==> src/rtl/cpu_pkg.sv <==
// cpu_pkg: shared op codes, write-back mux selects, widths and stage states for the CPU pipeline.
package cpu_pkg;
    localparam int DATA_W = 16;
    localparam int REG_SEL_W = 3;
    typedef enum logic [2:0] {
        OP_NOP   = 3'd0,
        OP_ALU   = 3'd1,
        OP_LOAD  = 3'd2,
        OP_STORE = 3'd3,
        OP_LINK  = 3'd4
    } op_e;
    localparam logic [1:0] SEL_ULA = 2'b00;
    localparam logic [1:0] SEL_MD  = 2'b01;
    localparam logic [1:0] SEL_PC  = 2'b10;
    typedef enum logic [1:0] {IDLE, MEM_WAIT, WB} state_e;
endpackage

==> src/rtl/mem_wb_stage_if.sv <==
// mem_wb_stage_if: data-memory req/ack bus between the write-back stage and memory.
interface mem_wb_stage_if #(parameter int DATA_W = cpu_pkg::DATA_W);
    logic              mem_req;
    logic              mem_we;
    logic [DATA_W-1:0] mem_addr;
    logic [DATA_W-1:0] mem_wdata;
    logic              mem_ack;
    logic [DATA_W-1:0] mem_rdata;
    modport master(output mem_req, mem_we, mem_addr, mem_wdata, input mem_ack, mem_rdata);
    modport slave(input mem_req, mem_we, mem_addr, mem_wdata, output mem_ack, mem_rdata);
endinterface

==> src/rtl/mem_timeout_counter.sv <==
// mem_timeout_counter: saturating wait counter; tc flags the enabled cycle that brings it to MAX.
module mem_timeout_counter #(
    parameter int MAX = 15
) (
    input  logic clock,
    input  logic reset_n,
    input  logic clr,
    input  logic en,
    output logic tc
);
    localparam int W = $clog2(MAX + 1);
    logic [W-1:0] cnt;
    always_ff @(posedge clock or negedge reset_n) begin
        if (!reset_n) cnt <= '0;
        else if (clr) cnt <= '0;
        else if (en && cnt != W'(MAX)) cnt <= cnt + 1'b1;
    end
    assign tc = en && (cnt == W'(MAX - 1));
endmodule

==> src/rtl/mem_wb_stage.sv <==
// mem_wb_stage: retires EX instructions, runs loads/stores over req/ack, and drives the register-bank write port.
module mem_wb_stage
    import cpu_pkg::*;
#(
    parameter int DATA_W = cpu_pkg::DATA_W,
    parameter int REG_SEL_W = cpu_pkg::REG_SEL_W,
    parameter int MEM_TIMEOUT = 15
) (
    input  logic                 clock,
    input  logic                 reset_n,
    input  logic                 in_valid,
    output logic                 in_ready,
    input  logic [2:0]           in_op,
    input  logic [DATA_W-1:0]    in_alu_result,
    input  logic [DATA_W-1:0]    in_store_data,
    input  logic [REG_SEL_W-1:0] in_dest,
    mem_wb_stage_if.master       mem,
    output logic                 wb_hab_escrita,
    output logic [REG_SEL_W-1:0] wb_sel_e,
    output logic [1:0]           wb_mux_sel,
    output logic [DATA_W-1:0]    wb_ula,
    output logic [DATA_W-1:0]    wb_md,
    output logic                 stall,
    output logic                 mem_err
);
    state_e state;
    logic [REG_SEL_W-1:0] dest;
    logic tc;
    mem_timeout_counter #(.MAX(MEM_TIMEOUT)) u_cnt (
        .clock(clock),
        .reset_n(reset_n),
        .clr(state != MEM_WAIT),
        .en(state == MEM_WAIT && !mem.mem_ack),
        .tc(tc)
    );
    assign in_ready = (state == IDLE);
    assign stall = in_valid && !in_ready;
    always_ff @(posedge clock or negedge reset_n) begin
        if (!reset_n) begin
            state <= IDLE;
            dest <= '0;
            mem.mem_req <= 1'b0;
            mem.mem_we <= 1'b0;
            mem.mem_addr <= '0;
            mem.mem_wdata <= '0;
            wb_hab_escrita <= 1'b0;
            wb_sel_e <= '0;
            wb_mux_sel <= SEL_ULA;
            wb_ula <= '0;
            wb_md <= '0;
            mem_err <= 1'b0;
        end else begin
            case (state)
                IDLE: if (in_valid) begin
                    case (in_op)
                        OP_ALU, OP_LINK: begin
                            wb_hab_escrita <= 1'b1;
                            wb_sel_e <= in_dest;
                            wb_ula <= in_alu_result;
                            wb_mux_sel <= (in_op == OP_LINK) ? SEL_PC : SEL_ULA;
                            state <= WB;
                        end
                        OP_LOAD, OP_STORE: begin
                            mem.mem_req <= 1'b1;
                            mem.mem_we <= (in_op == OP_STORE);
                            mem.mem_addr <= in_alu_result;
                            mem.mem_wdata <= in_store_data;
                            dest <= in_dest;
                            state <= MEM_WAIT;
                        end
                        default: ;
                    endcase
                end
                MEM_WAIT: if (mem.mem_ack) begin
                    mem.mem_req <= 1'b0;
                    if (!mem.mem_we) begin
                        wb_md <= mem.mem_rdata;
                        wb_hab_escrita <= 1'b1;
                        wb_sel_e <= dest;
                        wb_mux_sel <= SEL_MD;
                    end
                    state <= mem.mem_we ? IDLE : WB;
                end else if (tc) begin
                    mem.mem_req <= 1'b0;
                    mem_err <= 1'b1;
                    state <= IDLE;
                end
                WB: begin
                    wb_hab_escrita <= 1'b0;
                    state <= IDLE;
                end
                default: state <= IDLE;
            endcase
        end
    end
endmodule

==> src/flat_wrapper.sv <==
// flat-port wrapper written by rule: the top's interface ports become plain ports
module mem_wb_stage_flat import cpu_pkg::*;
#(
    parameter int DATA_W = cpu_pkg::DATA_W,
    parameter int REG_SEL_W = cpu_pkg::REG_SEL_W,
    parameter int MEM_TIMEOUT = 15
)
  (clock, reset_n, in_valid, in_ready, in_op, in_alu_result, in_store_data, in_dest, wb_hab_escrita, wb_sel_e, wb_mux_sel, wb_ula, wb_md, stall, mem_err, mem_mem_req, mem_mem_we, mem_mem_addr, mem_mem_wdata, mem_mem_ack, mem_mem_rdata);
  mem_wb_stage_if #(.DATA_W(DATA_W)) mem_i ();
  input  logic clock;
  input  logic reset_n;
  input  logic in_valid;
  output logic in_ready;
  input  logic [2:0] in_op;
  input  logic [DATA_W-1:0] in_alu_result;
  input  logic [DATA_W-1:0] in_store_data;
  input  logic [REG_SEL_W-1:0] in_dest;
  output logic wb_hab_escrita;
  output logic [REG_SEL_W-1:0] wb_sel_e;
  output logic [1:0] wb_mux_sel;
  output logic [DATA_W-1:0] wb_ula;
  output logic [DATA_W-1:0] wb_md;
  output logic stall;
  output logic mem_err;
  output wire logic [$bits(mem_i.mem_req)-1:0] mem_mem_req;
  output wire logic [$bits(mem_i.mem_we)-1:0] mem_mem_we;
  output wire logic [$bits(mem_i.mem_addr)-1:0] mem_mem_addr;
  output wire logic [$bits(mem_i.mem_wdata)-1:0] mem_mem_wdata;
  input wire logic [$bits(mem_i.mem_ack)-1:0] mem_mem_ack;
  input wire logic [$bits(mem_i.mem_rdata)-1:0] mem_mem_rdata;
  assign mem_mem_req = mem_i.mem_req;
  assign mem_mem_we = mem_i.mem_we;
  assign mem_mem_addr = mem_i.mem_addr;
  assign mem_mem_wdata = mem_i.mem_wdata;
  assign mem_i.mem_ack = mem_mem_ack;
  assign mem_i.mem_rdata = mem_mem_rdata;
  mem_wb_stage #(.DATA_W(DATA_W), .REG_SEL_W(REG_SEL_W), .MEM_TIMEOUT(MEM_TIMEOUT)) u_core (.clock(clock), .reset_n(reset_n), .in_valid(in_valid), .in_ready(in_ready), .in_op(in_op), .in_alu_result(in_alu_result), .in_store_data(in_store_data), .in_dest(in_dest), .mem(mem_i), .wb_hab_escrita(wb_hab_escrita), .wb_sel_e(wb_sel_e), .wb_mux_sel(wb_mux_sel), .wb_ula(wb_ula), .wb_md(wb_md), .stall(stall), .mem_err(mem_err));
endmodule
==> config.mk <==
export PLATFORM = sky130hd
export DESIGN_NAME = mem_wb_stage_flat
export DESIGN_NICKNAME = d
export VERILOG_FILES = /design/src/rtl/cpu_pkg.sv /design/src/rtl/mem_wb_stage_if.sv /design/src/rtl/mem_timeout_counter.sv /design/src/rtl/mem_wb_stage.sv /design/src/flat_wrapper.sv
export SDC_FILE = /design/constraint.sdc
export NUM_CORES = 1
export LEC_CHECK = 0
export ABC_AREA = 0
export ABC_CLOCK_PERIOD_IN_PS = 2150
export BUFFER_PORTS_ARGS = -buffer_cell sky130_fd_sc_hd__buf_2
export CAP_MARGIN = 20
export CELL_PAD_IN_SITES_DETAIL_PLACEMENT = 2
export CELL_PAD_IN_SITES_GLOBAL_PLACEMENT = 2
export CORE_MARGIN = 1.5
export CORE_UTILIZATION = 33
export CTS_BUF_LIST = sky130_fd_sc_hd__clkbuf_2
export CTS_CLUSTER_DIAMETER = 80
export DETAILED_ROUTE_END_ITERATION = 8
export GPL_TIMING_DRIVEN = 0
export PLACE_DENSITY_LB_ADDON = 0.1
export SYNTH_ARGS = -nofsm -noshare
export SYNTH_HDL_FRONTEND = slang
export SYNTH_SLANG_ARGS = --single-unit
==> constraint.sdc <==
create_clock -name clock -period 2.15 [get_ports clock]
set_clock_uncertainty 0.05 [all_clocks]
set_input_delay 0.1075 -clock clock [delete_from_list [all_inputs] [get_ports clock]]
set_output_delay 0.1075 -clock clock [all_outputs]
set_load 0.005 [all_outputs]
==> results of run 1 <==
[final cells by class]
| cell class | count | share of cell area [%] |
|---|---|---|
| sequential | 82 | 41.6 |
| timing repair buffer | 192 | 26.0 |
| multi-input combinational | 110 | 24.1 |
| tap | 133 | 3.37 |
| buffer | 8 | 1.95 |
| clock inverter | 5 | 1.60 |
| clock buffer | 11 | 1.12 |
| inverter | 4 | 0.304 |
[where the power goes]
group	switching, mW	internal [mW]	leakage [nW]	total (mW)
Clock	0.548	0.393	0.0859	0.942
Sequential	0.279	2.03	0.991	2.31
Combinational	0.581	0.881	1.31	1.46
[cell usage in the layout (no fill, tap or decap)]
cell type and instances:
sky130_fd_sc_hd__nor2_4 1, sky130_fd_sc_hd__o21ai_0 4, sky130_fd_sc_hd__o311ai_0 2, sky130_fd_sc_hd__and4bb_2 1, sky130_fd_sc_hd__nor3b_1 1, sky130_fd_sc_hd__dlygate4sd3_1 59, sky130_fd_sc_hd__buf_4 2, sky130_fd_sc_hd__nand3_1 2
sky130_fd_sc_hd__o211ai_1 2, sky130_fd_sc_hd__nand3_4 1, sky130_fd_sc_hd__dfrtp_1 82, sky130_fd_sc_hd__and2b_1 1, sky130_fd_sc_hd__o21a_1 2, sky130_fd_sc_hd__clkinv_4 1, sky130_fd_sc_hd__bufinv_16 2, sky130_fd_sc_hd__clkbuf_1 1
sky130_fd_sc_hd__and4b_4 1, sky130_fd_sc_hd__buf_6 4, sky130_fd_sc_hd__ha_1 2, sky130_fd_sc_hd__mux2_2 63, sky130_fd_sc_hd__mux2_4 12, sky130_fd_sc_hd__and3_1 2, sky130_fd_sc_hd__buf_2 131, sky130_fd_sc_hd__a21o_1 2
sky130_fd_sc_hd__clkbuf_2 11, sky130_fd_sc_hd__nand2b_1 1, sky130_fd_sc_hd__nor2b_1 3, sky130_fd_sc_hd__nand3b_1 1, sky130_fd_sc_hd__nor4b_1 1, sky130_fd_sc_hd__a31oi_1 1, sky130_fd_sc_hd__o31ai_1 2, sky130_fd_sc_hd__buf_16 1
sky130_fd_sc_hd__buf_12 2, sky130_fd_sc_hd__xor2_2 1, sky130_fd_sc_hd__a31oi_4 1, sky130_fd_sc_hd__clkinv_2 2, sky130_fd_sc_hd__inv_1 4
[metrics by stage]
stage / power (mW) / utilization [%] / cells
finish: 4.72 / 50.3 / 545
global route: 5.02 / 50.3 / 545
detailed placement: 3.69 / 42.9 / 470
floorplan: 2.93 / - / 204
global placement: 3.60 / 42.6 / 469
CTS: 4.72 / 50.3 / 545
[cell usage after synthesis (all sizes together) (3+ instances only)]
| cell | instances |
|---|---|
| inv | 4 |
| dfrtp | 82 |
| buf | 7 |
| nor2b | 3 |
| nand3 | 3 |
| mux2 | 75 |
| o21ai | 4 |
[sequential cells by signal, indices dropped and copies added (netlist names)]
name and cells:
u_core.wb_ula 16, u_core.u_cnt.cnt 4, u_core.mem.mem_addr 16, u_core.dest 3
u_core.wb_mux_sel 2, u_core.mem.mem_wdata 16, u_core.state 2, u_core.wb_hab_escrita 1
u_core.wb_md 16, u_core.wb_sel_e 3, u_core.mem.mem_we 1, u_core.mem.mem_req 1
u_core.mem_err 1
[final timing paths]
check / startpoint / endpoint / slack (ns) / cells after the start
min in group asynchronous: reset_n / u_core.wb_md[1]$_DFFE_PN0P_ / 0.63 / 4
hold reg to reg: u_core.mem_err$_DFFE_PN0P_ / u_core.mem_err$_DFFE_PN0P_ / 0.45 / 1
setup reg to reg: u_core.state[0]$_DFFE_PN0P_ / u_core.wb_sel_e[1]$_DFFE_PN0P_ / 0.22 / 4
max in group asynchronous: reset_n / u_core.mem.mem_we$_DFFE_PN0P_ / 0.32 / 4
setup / recovery: u_core.state[0]$_DFFE_PN0P_ / u_core.wb_sel_e[1]$_DFFE_PN0P_ / 0.22 / 4
hold / removal: in_valid / u_core.state[1]$_DFFE_PN0P_ / 0.10 / 4
[worst min-delay path, cell delays in order]
cell                      delay [ns]
sky130_fd_sc_hd__buf_2          0.10
sky130_fd_sc_hd__and2b_1        0.24
sky130_fd_sc_hd__a31oi_4        0.16
sky130_fd_sc_hd__inv_1          0.05
[logic make-up (layout without fill, tap and decap cells)]
logic type      Yosys count  in the layout  share of synthesized area [%]
compound gates           16             16                           3.73
mux                      75             75                           26.5
xor+xnor                  1              1                          0.485
simple gates             16             16                           3.99
buf+inv                  12            220                           3.32
fa+ha+maj                 2              2                          0.746
flops                    82             82                           61.2
[per-layer routing]
metal / vias to the layer above / track usage (%) / routed length, µm
li1: 1142 / - / -
met1: 1271 / 24.7 / 4330
met2: 96 / 35.2 / 5220
met3: 7 / 6.92 / 592
met4: 0 / 4.76 / 80
met5: - / 0 / 0
[repair_timing]
action,4_1_cts,5_1_grt
hold buffers,59,0
endpoints found under the hold margin,162,0
setup buffers,0,0
==> run metrics, run 1 <==
total nets after synthesis=264; number of antenna violations at the first check in global routing=0; number of slew-limit violations in the final report=0; number of I/O pins=approximately 130; kind of start point of the critical path=flop; total DRC errors in the routed layout=0; required arrival time at the worst endpoint=2.52 ns; share of cells above drive strength 1=57.5%; count of port buffers added during placement=132; via count=around 2,500; final total negative setup slack=0 ns; Detailed Route WL=just over 10 mm; arrival time of the worst setup path=2.30 ns; width of the die=104 µm; critical path cell sequence=nor2b_1 > clkbuf_1 > mux2_2 > mux2_2; capturing element type of the critical path=flop; antenna cell count=0; sink count of the clock tree=82; synth-to-layout area growth=47.2%; power per cell area=956 nW/µm²; vertical extent of the die=104 µm; static leakage=2.39 nW; CP Buf/Inv Count=1; sequential cell area fraction in the yosys report=61.2%; library cell with the largest summed area after synthesis=sky130_fd_sc_hd__dfrtp_1; worst-case setup slack after placement=around 0.21 ns; die outline area=10,800 µm²; total placed instance area=4210 µm²; type of the most critical hold path=input pin to flop; count of final hold-check violations=0; setup repair after global routing missed its margin=no; primary flip-flop cell chosen by synthesis mapping=sky130_fd_sc_hd__dfrtp_1; number of iterations in the first detailed-routing pass=4; cell family with most CP delay=multiplexers; quantity of gates resized following cts=0; Setup-failing EPs final=0; maximum root-to-sink buffer count=2; Antenna Nets Post-Route=0; cells taking the most area after synthesis=sky130_fd_sc_hd__dfrtp_1 (61%), sky130_fd_sc_hd__mux2_2 (21%), sky130_fd_sc_hd__mux2_4 (5.4%); Period minus WS final=1.93 ns; Starting DRT DRC Count=60; Mapped Avg Cell Area=16.4 µm²; count of different cell masters after synthesis=30; Tcrit/Tclk final=89.8%; Final Hold Slack=0.104 ns; All-Layer GR Usage=20.5%; clock edge transition at the registers on the reported setup and hold paths=0.22 ns; detailed-placement wirelength estimate=6.21 mm; routability congestion estimate=0.708; share of the synthesized area in the top cell type=61.2%; critical path type=flop to flop; root buffer cell=sky130_fd_sc_hd__clkbuf_2; Core Region=9820 µm²; net count of the finished layout=467; number of clock buffers inserted by TritonCTS=9; peak per-stage delay on the critical path=0.52 ns; Max-slew headroom=50.7%; register area=~2100 µm²; number of standard cells after synthesis=204; final standard cell area without fillers=4930 µm²; detail-routed net length per standard cell=18.8 µm; actual slew at the worst max-slew pin=0.737 ns; via count normalized by instance count=4.62; largest net degree at the start of global routing=68; level count of the clock H-tree=3; clock latency on the worst-skew pair=0.53 ns; EDFF count, synth=0; CTS tree=done; row count=36; initial core utilization=34.1%; # fillers=just over 1,000; via count of the first global-routing pass=2,915; share of async-settable or async-resettable flops after synthesis=between 90% and 100%; maximum fanout along the worst path=10; Maximum Capacitance Violations=0; netlist area before placement=3350 µm²; final worst setup slack=approximately 0.22 ns; area occupied by multi-input gates=about 1200 µm²; maximum clock frequency=518 MHz; Ys Warns=0; status=finished clean; aggregate global routing overflow=0; most frequent CP cell=sky130_fd_sc_hd__mux2_2; Worst VDD drop=around 0.34 mV; critical path's slowest cell=sky130_fd_sc_hd__dfrtp_1; flop and latch count out of synthesis=82; first-pass GRT wire length=16.8 mm
(Power assumes the default switching activity.)
==> run 2: changes to the inputs <==
Settings changed: ABC_CLOCK_PERIOD_IN_PS 2150 to 2000, CTS_CLUSTER_SIZE set to 10.
Clock period 2.15 ns to 2 ns, I/O delays scaled along.
==> run 2 against run 1 <==
  * Sequential share of layout area barely moved
  * Die area did not move
  * Sequential cell count did not move
  * Routed wire length barely moved
  * Sequential power rose by 8%
  * Maximum frequency rose by 4.5%
  * Combinational power rose by 8%
  * Design area barely moved
  * Critical path depth rose by 1
  * Critical endpoint is now u_core.mem.mem_addr[6]$_DFFE_PN0P_
  * Highest routed layer unchanged
==> run metrics, run 2 (synthesis gave the netlist of run 1 again) <==
status=finished clean (unchanged); Worst VDD drop=0.366 mV (was 0.341 mV); routability congestion estimate=0.708 (unchanged); worst reg-to-reg setup slack=0.15 ns (was 0.22 ns); maximum root-to-sink buffer count=2 (unchanged); Setup-failing EPs final=0 (unchanged); level count of the clock H-tree=3 (unchanged); area occupied by multi-input gates=1190 µm² (unchanged); capturing element type of the critical path=flop (unchanged); Period minus WS final=1.85 ns (was 1.93 ns); count of port buffers added during placement=132 (unchanged); CP Buf/Inv Count=2 (was 1); kind of start point of the critical path=flop (unchanged); total placed instance area=4210 µm² (unchanged); share of cells above drive strength 1=57.8% (was 57.5%); # fillers=1,006 (was 1,007); clock edge transition at the registers on the reported setup and hold paths=0.22 ns (about the same); sink count of the clock tree=82 (unchanged); detailed-placement wirelength estimate=6.21 mm (unchanged); setup repair after global routing missed its margin=no (unchanged); via count=2,518 (was 2,516); leading cell types in the layout, fill and taps excluded=sky130_fd_sc_hd__buf_2 (131), sky130_fd_sc_hd__dfrtp_1 (82), sky130_fd_sc_hd__mux2_2 (63) (unchanged); count of final hold-check violations=0 (unchanged); row count=36 (unchanged); required arrival time at the worst endpoint=2.39 ns (was 2.52 ns); power per cell area=1030 nW/µm² (was 956 nW/µm²); first-pass GRT wire length=16.8 mm (unchanged); via count normalized by instance count=4.62 (about the same); final worst setup slack=0.153 ns (was 0.219 ns); antenna cell count=0 (unchanged); final standard cell area without fillers=4940 µm² (was 4930 µm²); cell family with most CP delay=simple AND/OR/NAND/NOR gates (was multiplexers); final total negative setup slack=0 ns (unchanged); Tcrit/Tclk final=92.3% (was 89.8%); via count of the first global-routing pass=2,915 (unchanged); die outline area=10,800 µm² (unchanged); count of buffers added by post-CTS timing repair for setup=0 (unchanged); total power consumption of the routed design=5.07 mW (was 4.72 mW); type of the most critical hold path=input pin to flop (unchanged); CTS tree=done (unchanged); number of I/O pins=133 (unchanged); Maximum Capacitance Violations=0 (unchanged); critical path cell sequence=nor2_4 > and4b_4 > buf_6 > buf_12 > mux2_2 (was nor2b_1 > clkbuf_1 > mux2_2 > mux2_2); maximum clock frequency=542 MHz (was 518 MHz); number of antenna violations at the first check in global routing=0 (unchanged); critical path's slowest cell=sky130_fd_sc_hd__dfrtp_1 (unchanged); peak per-stage delay on the critical path=0.51 ns (was 0.52 ns); register area=2050 µm² (unchanged); All-Layer GR Usage=20.5% (unchanged); number of clock buffers inserted by TritonCTS=9 (unchanged); static leakage=2.39 nW (about the same); Antenna Nets Post-Route=0 (unchanged); maximum fanout along the worst path=10 (unchanged); worst-case setup slack after placement=0.0601 ns (was 0.210 ns); Core Region=9820 µm² (unchanged); number of iterations in the first detailed-routing pass=4 (unchanged); number of slew-limit violations in the final report=0 (unchanged); aggregate global routing overflow=0 (unchanged); detail-routed net length per standard cell=18.8 µm (about the same); arrival time of the worst setup path=2.24 ns (was 2.30 ns); root buffer cell=sky130_fd_sc_hd__clkbuf_2 (unchanged); width of the die=104 µm (unchanged); total DRC errors in the routed layout=0 (unchanged); initial core utilization=34.1% (unchanged); synth-to-layout area growth=47.2% (about the same); net count of the finished layout=467 (unchanged); actual slew at the worst max-slew pin=0.738 ns (was 0.737 ns); Starting DRT DRC Count=64 (was 60); clock latency on the worst-skew pair=0.53 ns (about the same); Max-slew headroom=50.7% (about the same); Final Hold Slack=0.0960 ns (was 0.104 ns); most frequent standard cell in the layout excluding fill and tap cells=sky130_fd_sc_hd__buf_2 (unchanged); vertical extent of the die=104 µm (unchanged); Detailed Route WL=10.2 mm (about the same); critical path type=flop to flop (unchanged); largest net degree at the start of global routing=68 (unchanged)
[run 2: cell count changes in the layout (fill, tap and decap cells not counted)]
cell	change
sky130_fd_sc_hd__clkbuf_1	-1
sky130_fd_sc_hd__clkbuf_2	+1
[run 2: timing repair]
action                                  CTS  global route
gates resized for setup                   0             2
endpoints found under the hold margin   162             0
hold buffers                             59             0
endpoints found under the setup margin    0             3
[run 2: path summary, 6_finish.rpt]
check,from,to,cells past startpoint
worst max-delay path,u_core.state[0]$_DFFE_PN0P_,u_core.mem.mem_addr[6]$_DFFE_PN0P_,5
worst min-delay path,in_valid,u_core.state[1]$_DFFE_PN0P_,4
worst max register to register,u_core.state[0]$_DFFE_PN0P_,u_core.mem.mem_addr[6]$_DFFE_PN0P_,5
worst min register to register,u_core.mem_err$_DFFE_PN0P_,u_core.mem_err$_DFFE_PN0P_,1
max in group asynchronous,reset_n,u_core.mem.mem_we$_DFFE_PN0P_,4
min in group asynchronous,reset_n,u_core.wb_md[1]$_DFFE_PN0P_,4
[run 2: per-stage QoR]
step | utilization [%] | std cells
final | 50.3 | 545
after detailed placement | 42.9 | 470
after floorplan | - | 204
after global routing | 50.3 | 545
after CTS | 50.3 | 545
after global placement | 42.6 | 469
[run 2: worst register-to-register path, delay by kind of cell, from the launching register on]
family	cells	cell delay [ns]
simple gates	2	0.52
flops	1	0.51
buf+inv	2	0.34
mux	1	0.35
[run 2: area by class of cell]
cell class              instances  area share [%]
well taps                     133            3.37
plain buffers                   8            1.98
flip-flops and latches         82            41.6
multi-input cells             110            24.1
clock inverters                 5            1.60
clock buffers                  11            1.12
repair buffers                192            26.0
inverters                       4           0.304
[run 2: per-layer routing]
layer | up-vias | GRT usage, % | wire, µm
met5 | - | 0 | 0
met4 | 0 | 4.76 | 80
met3 | 7 | 6.92 | 592
met2 | 96 | 35.2 | 5230
met1 | 1273 | 24.7 | 4330
li1 | 1142 | - | -
[run 2: where the power goes]
part           switching, mW  total [mW]  leakage [nW]  internal, mW
Combinational          0.625        1.57          1.32         0.948
Clock                  0.590        1.01        0.0859         0.423
Sequential             0.300        2.49         0.991          2.18
Total                   1.52        5.07          2.39          3.56
==> run 3: changes to the inputs <==
Settings changed: CTS_BUF_LIST sky130_fd_sc_hd__clkbuf_2 to sky130_fd_sc_hd__clkbuf_4.
==> run 3 against run 2 <==
  * Final cell count decreased by 0.73%
  * Sequential cell count unchanged
  * Utilization decreased by 0.13 points
  * Routed wire length decreased by 2.5%
  * Combinational power about the same
  * Sequential power about the same
  * Non-clock buffer count decreased by 4
  * Sequential share of layout area increased by 0.11 points
  * Critical path type unchanged
  * Critical endpoint is now u_core.mem.mem_addr[9]$_DFFE_PN0P_
==> run metrics, run 3 (synthesis gave the netlist of run 1 again) <==
total met2 wirelength after detailed routing=4.90 mm (was 5.23 mm); maximum root-to-sink buffer count=2 (unchanged); clock edge transition at the registers on the reported setup and hold paths=0.13 ns (was 0.22 ns); first-pass GRT wire length=16.7 mm (was 16.8 mm); Core Region=9820 µm² (unchanged); Final Core Density=50.1% (was 50.3%); critical path's slowest cell=sky130_fd_sc_hd__dfrtp_1 (unchanged); vertical extent of the die=104 µm (unchanged); number of cells on the critical path=5 (unchanged); die outline area=10,800 µm² (unchanged); maximum fanout along the worst path=10 (unchanged); count of final hold-check violations=0 (unchanged); Tcrit/Tclk final=91.4% (was 92.3%); detail-routed net length per standard cell=18.4 µm (was 18.8 µm); reg-to-reg startpoint=u_core.state[0]$_DFFE_PN0P_ (unchanged); number of clock buffers inserted by TritonCTS=9 (unchanged); peak per-stage delay on the critical path=0.48 ns (was 0.51 ns); synth-to-layout area growth=46.8% (was 47.2%); Worst setup startpoint=u_core.state[0]$_DFFE_PN0P_ (unchanged); arrival time of the worst setup path=2.11 ns (was 2.24 ns); setup repair after global routing missed its margin=no (unchanged); via count normalized by instance count=4.59 (was 4.62); Setup-failing EPs final=0 (unchanged); initial core utilization=34.1% (unchanged); Period minus WS final=1.83 ns (was 1.85 ns); largest net degree at the start of global routing=68 (unchanged); type of the most critical hold path=input pin to flop (unchanged); CTS tree=done (unchanged); critical path type=flop to flop (unchanged); post-placement cell count=470 (unchanged); Setup crit end=u_core.mem.mem_addr[9]$_DFFE_PN0P_ (was u_core.mem.mem_addr[6]$_DFFE_PN0P_); net count of the finished layout=463 (was 467); via count=2,485 (was 2,518); total DRC errors in the routed layout=0 (unchanged); width of the die=104 µm (unchanged); Detailed Route WL=9.98 mm (was 10.2 mm); top routing layer used=met4 (unchanged); critical path cell sequence=nor2_4 > and4b_4 > buf_6 > buf_12 > mux2_2 (unchanged); count of port buffers added during placement=132 (unchanged); maximum clock frequency=547 MHz (was 542 MHz); row count=36 (unchanged); status=finished clean (unchanged); Starting DRT DRC Count=52 (was 64); actual slew at the worst max-slew pin=0.746 ns (was 0.738 ns); number of I/O pins=133 (unchanged); aggregate global routing overflow=0 (unchanged); clock latency on the worst-skew pair=0.43 ns (was 0.53 ns); Max-slew headroom=50.1% (was 50.7%); count of buffers added by post-CTS timing repair for setup=0 (unchanged); root buffer cell=sky130_fd_sc_hd__clkbuf_4 (was sky130_fd_sc_hd__clkbuf_2); sink count of the clock tree=82 (unchanged); via count of the first global-routing pass=2,893 (was 2,915); number of iterations in the first detailed-routing pass=3 (was 4); required arrival time at the worst endpoint=2.28 ns (was 2.39 ns); All-Layer GR Usage=20.1% (was 20.5%); capturing element type of the critical path=flop (unchanged); Maximum Capacitance Violations=0 (unchanged); number of slew-limit violations in the final report=0 (unchanged); sum of met3 wire segment lengths after detailed routing=650 µm (was 592 µm); kind of start point of the critical path=flop (unchanged); most frequent standard cell in the layout excluding fill and tap cells=sky130_fd_sc_hd__buf_2 (unchanged); cell family with most CP delay=simple AND/OR/NAND/NOR gates (unchanged); static leakage=2.38 nW (was 2.39 nW); final total negative setup slack=0 ns (unchanged); power per cell area=1050 nW/µm² (was 1030 nW/µm²); CP Buf/Inv Count=2 (unchanged); worst reg-to-reg setup slack=0.17 ns (was 0.15 ns); number of cells in the finished layout apart from fillers=541 (was 545); routability congestion estimate=0.708 (unchanged); level count of the clock H-tree=3 (unchanged); detailed-placement wirelength estimate=6.21 mm (unchanged); sum of routed wire segments on met1=4.33 mm (about the same); share of cells above drive strength 1=58.3% (was 57.8%); number of antenna violations at the first check in global routing=0 (unchanged); leading cell types in the layout, fill and taps excluded=sky130_fd_sc_hd__buf_2 (131), sky130_fd_sc_hd__dfrtp_1 (82), sky130_fd_sc_hd__mux2_2 (63) (unchanged); Antenna Nets Post-Route=0 (unchanged); reg-to-reg critical path endpoint=u_core.mem.mem_addr[9]$_DFFE_PN0P_ (was u_core.mem.mem_addr[6]$_DFFE_PN0P_); depth of the worst register-to-register path=5 (unchanged); Worst VDD drop=0.395 mV (was 0.366 mV); antenna cell count=0 (unchanged)
run 3: changes by cell type in the layout (fill, tap and decap cells not counted):
cell | before | now
sky130_fd_sc_hd__clkbuf_4 | 0 | 11
sky130_fd_sc_hd__dlygate4sd3_1 | 59 | 55
sky130_fd_sc_hd__clkbuf_2 | 12 | 1
run 3: stage by stage:
stage | instance area [µm²] | total power [mW] | hold slack [ns] | setup WS, ns
floorplan | 3350 | 3.15 | -0.246 | 0.346
global placement | 4180 | 3.87 | 0.281 | 0.0127
detailed placement | 4210 | 3.96 | -0.0583 | 0.0601
CTS | 4920 | 5.18 | 0.0144 | 0.0267
global route | 4920 | 5.50 | 0.0293 | 0.0438
finish | 4920 | 5.16 | 0.0680 | 0.172
run 3: area by class of cell:
| cell class | instances | area [µm²] |
|---|---|---|
| multi-input combinational | 110 | 1190 |
| tap | 133 | 166 |
| inverter | 4 | 15.0 |
| sequential | 82 | 2050 |
| fill | 1008 | 4900 |
| buffer | 8 | 97.6 |
| clock inverter | 5 | 78.8 |
| clock buffer | 11 | 82.6 |
| timing repair buffer | 188 | 1240 |
run 3: worst min-delay path by stage:
stage	startpoint	endpoint	slack, ns	cells past startpoint
after floorplan	reset_n	u_core.dest[0]$_DFFE_PN0P_	-0.25	0
after global placement	in_store_data[3]	u_core.mem.mem_wdata[3]$_DFFE_PN0P_	0.28	2
after detailed placement	reset_n	u_core.wb_md[10]$_DFFE_PN0P_	-0.06	1
after CTS	in_op[1]	u_core.wb_mux_sel[1]$_DFFE_PN0P_	0.01	3
after global routing	in_op[1]	u_core.wb_mux_sel[1]$_DFFE_PN0P_	0.03	3
final	in_op[1]	u_core.wb_mux_sel[1]$_DFFE_PN0P_	0.07	3
run 3: routing by layer:
metal / global-route usage, % / vias up
li1: - / 1137
met1: 24.9 / 1243
met2: 33.5 / 94
met3: 6.92 / 11
met4: 5.36 / 0
met5: 0 / -
run 3: what timing repair did:
action                     in CTS  in global routing
hold buffers                   55                  0
setup endpoints to repair       0                  3
resized for setup               0                  2
hold endpoints to repair      155                  0
run 3: report_power, final:
group          internal (mW)  switching, mW
clock                  0.534          0.579
combinational          0.941          0.622
sequential              2.19          0.298
total                   3.66           1.50
run 3: worst min-delay path: stages:
cell	delay (ns)
sky130_fd_sc_hd__buf_2	0.11
sky130_fd_sc_hd__nor4b_1	0.06
sky130_fd_sc_hd__mux2_2	0.25
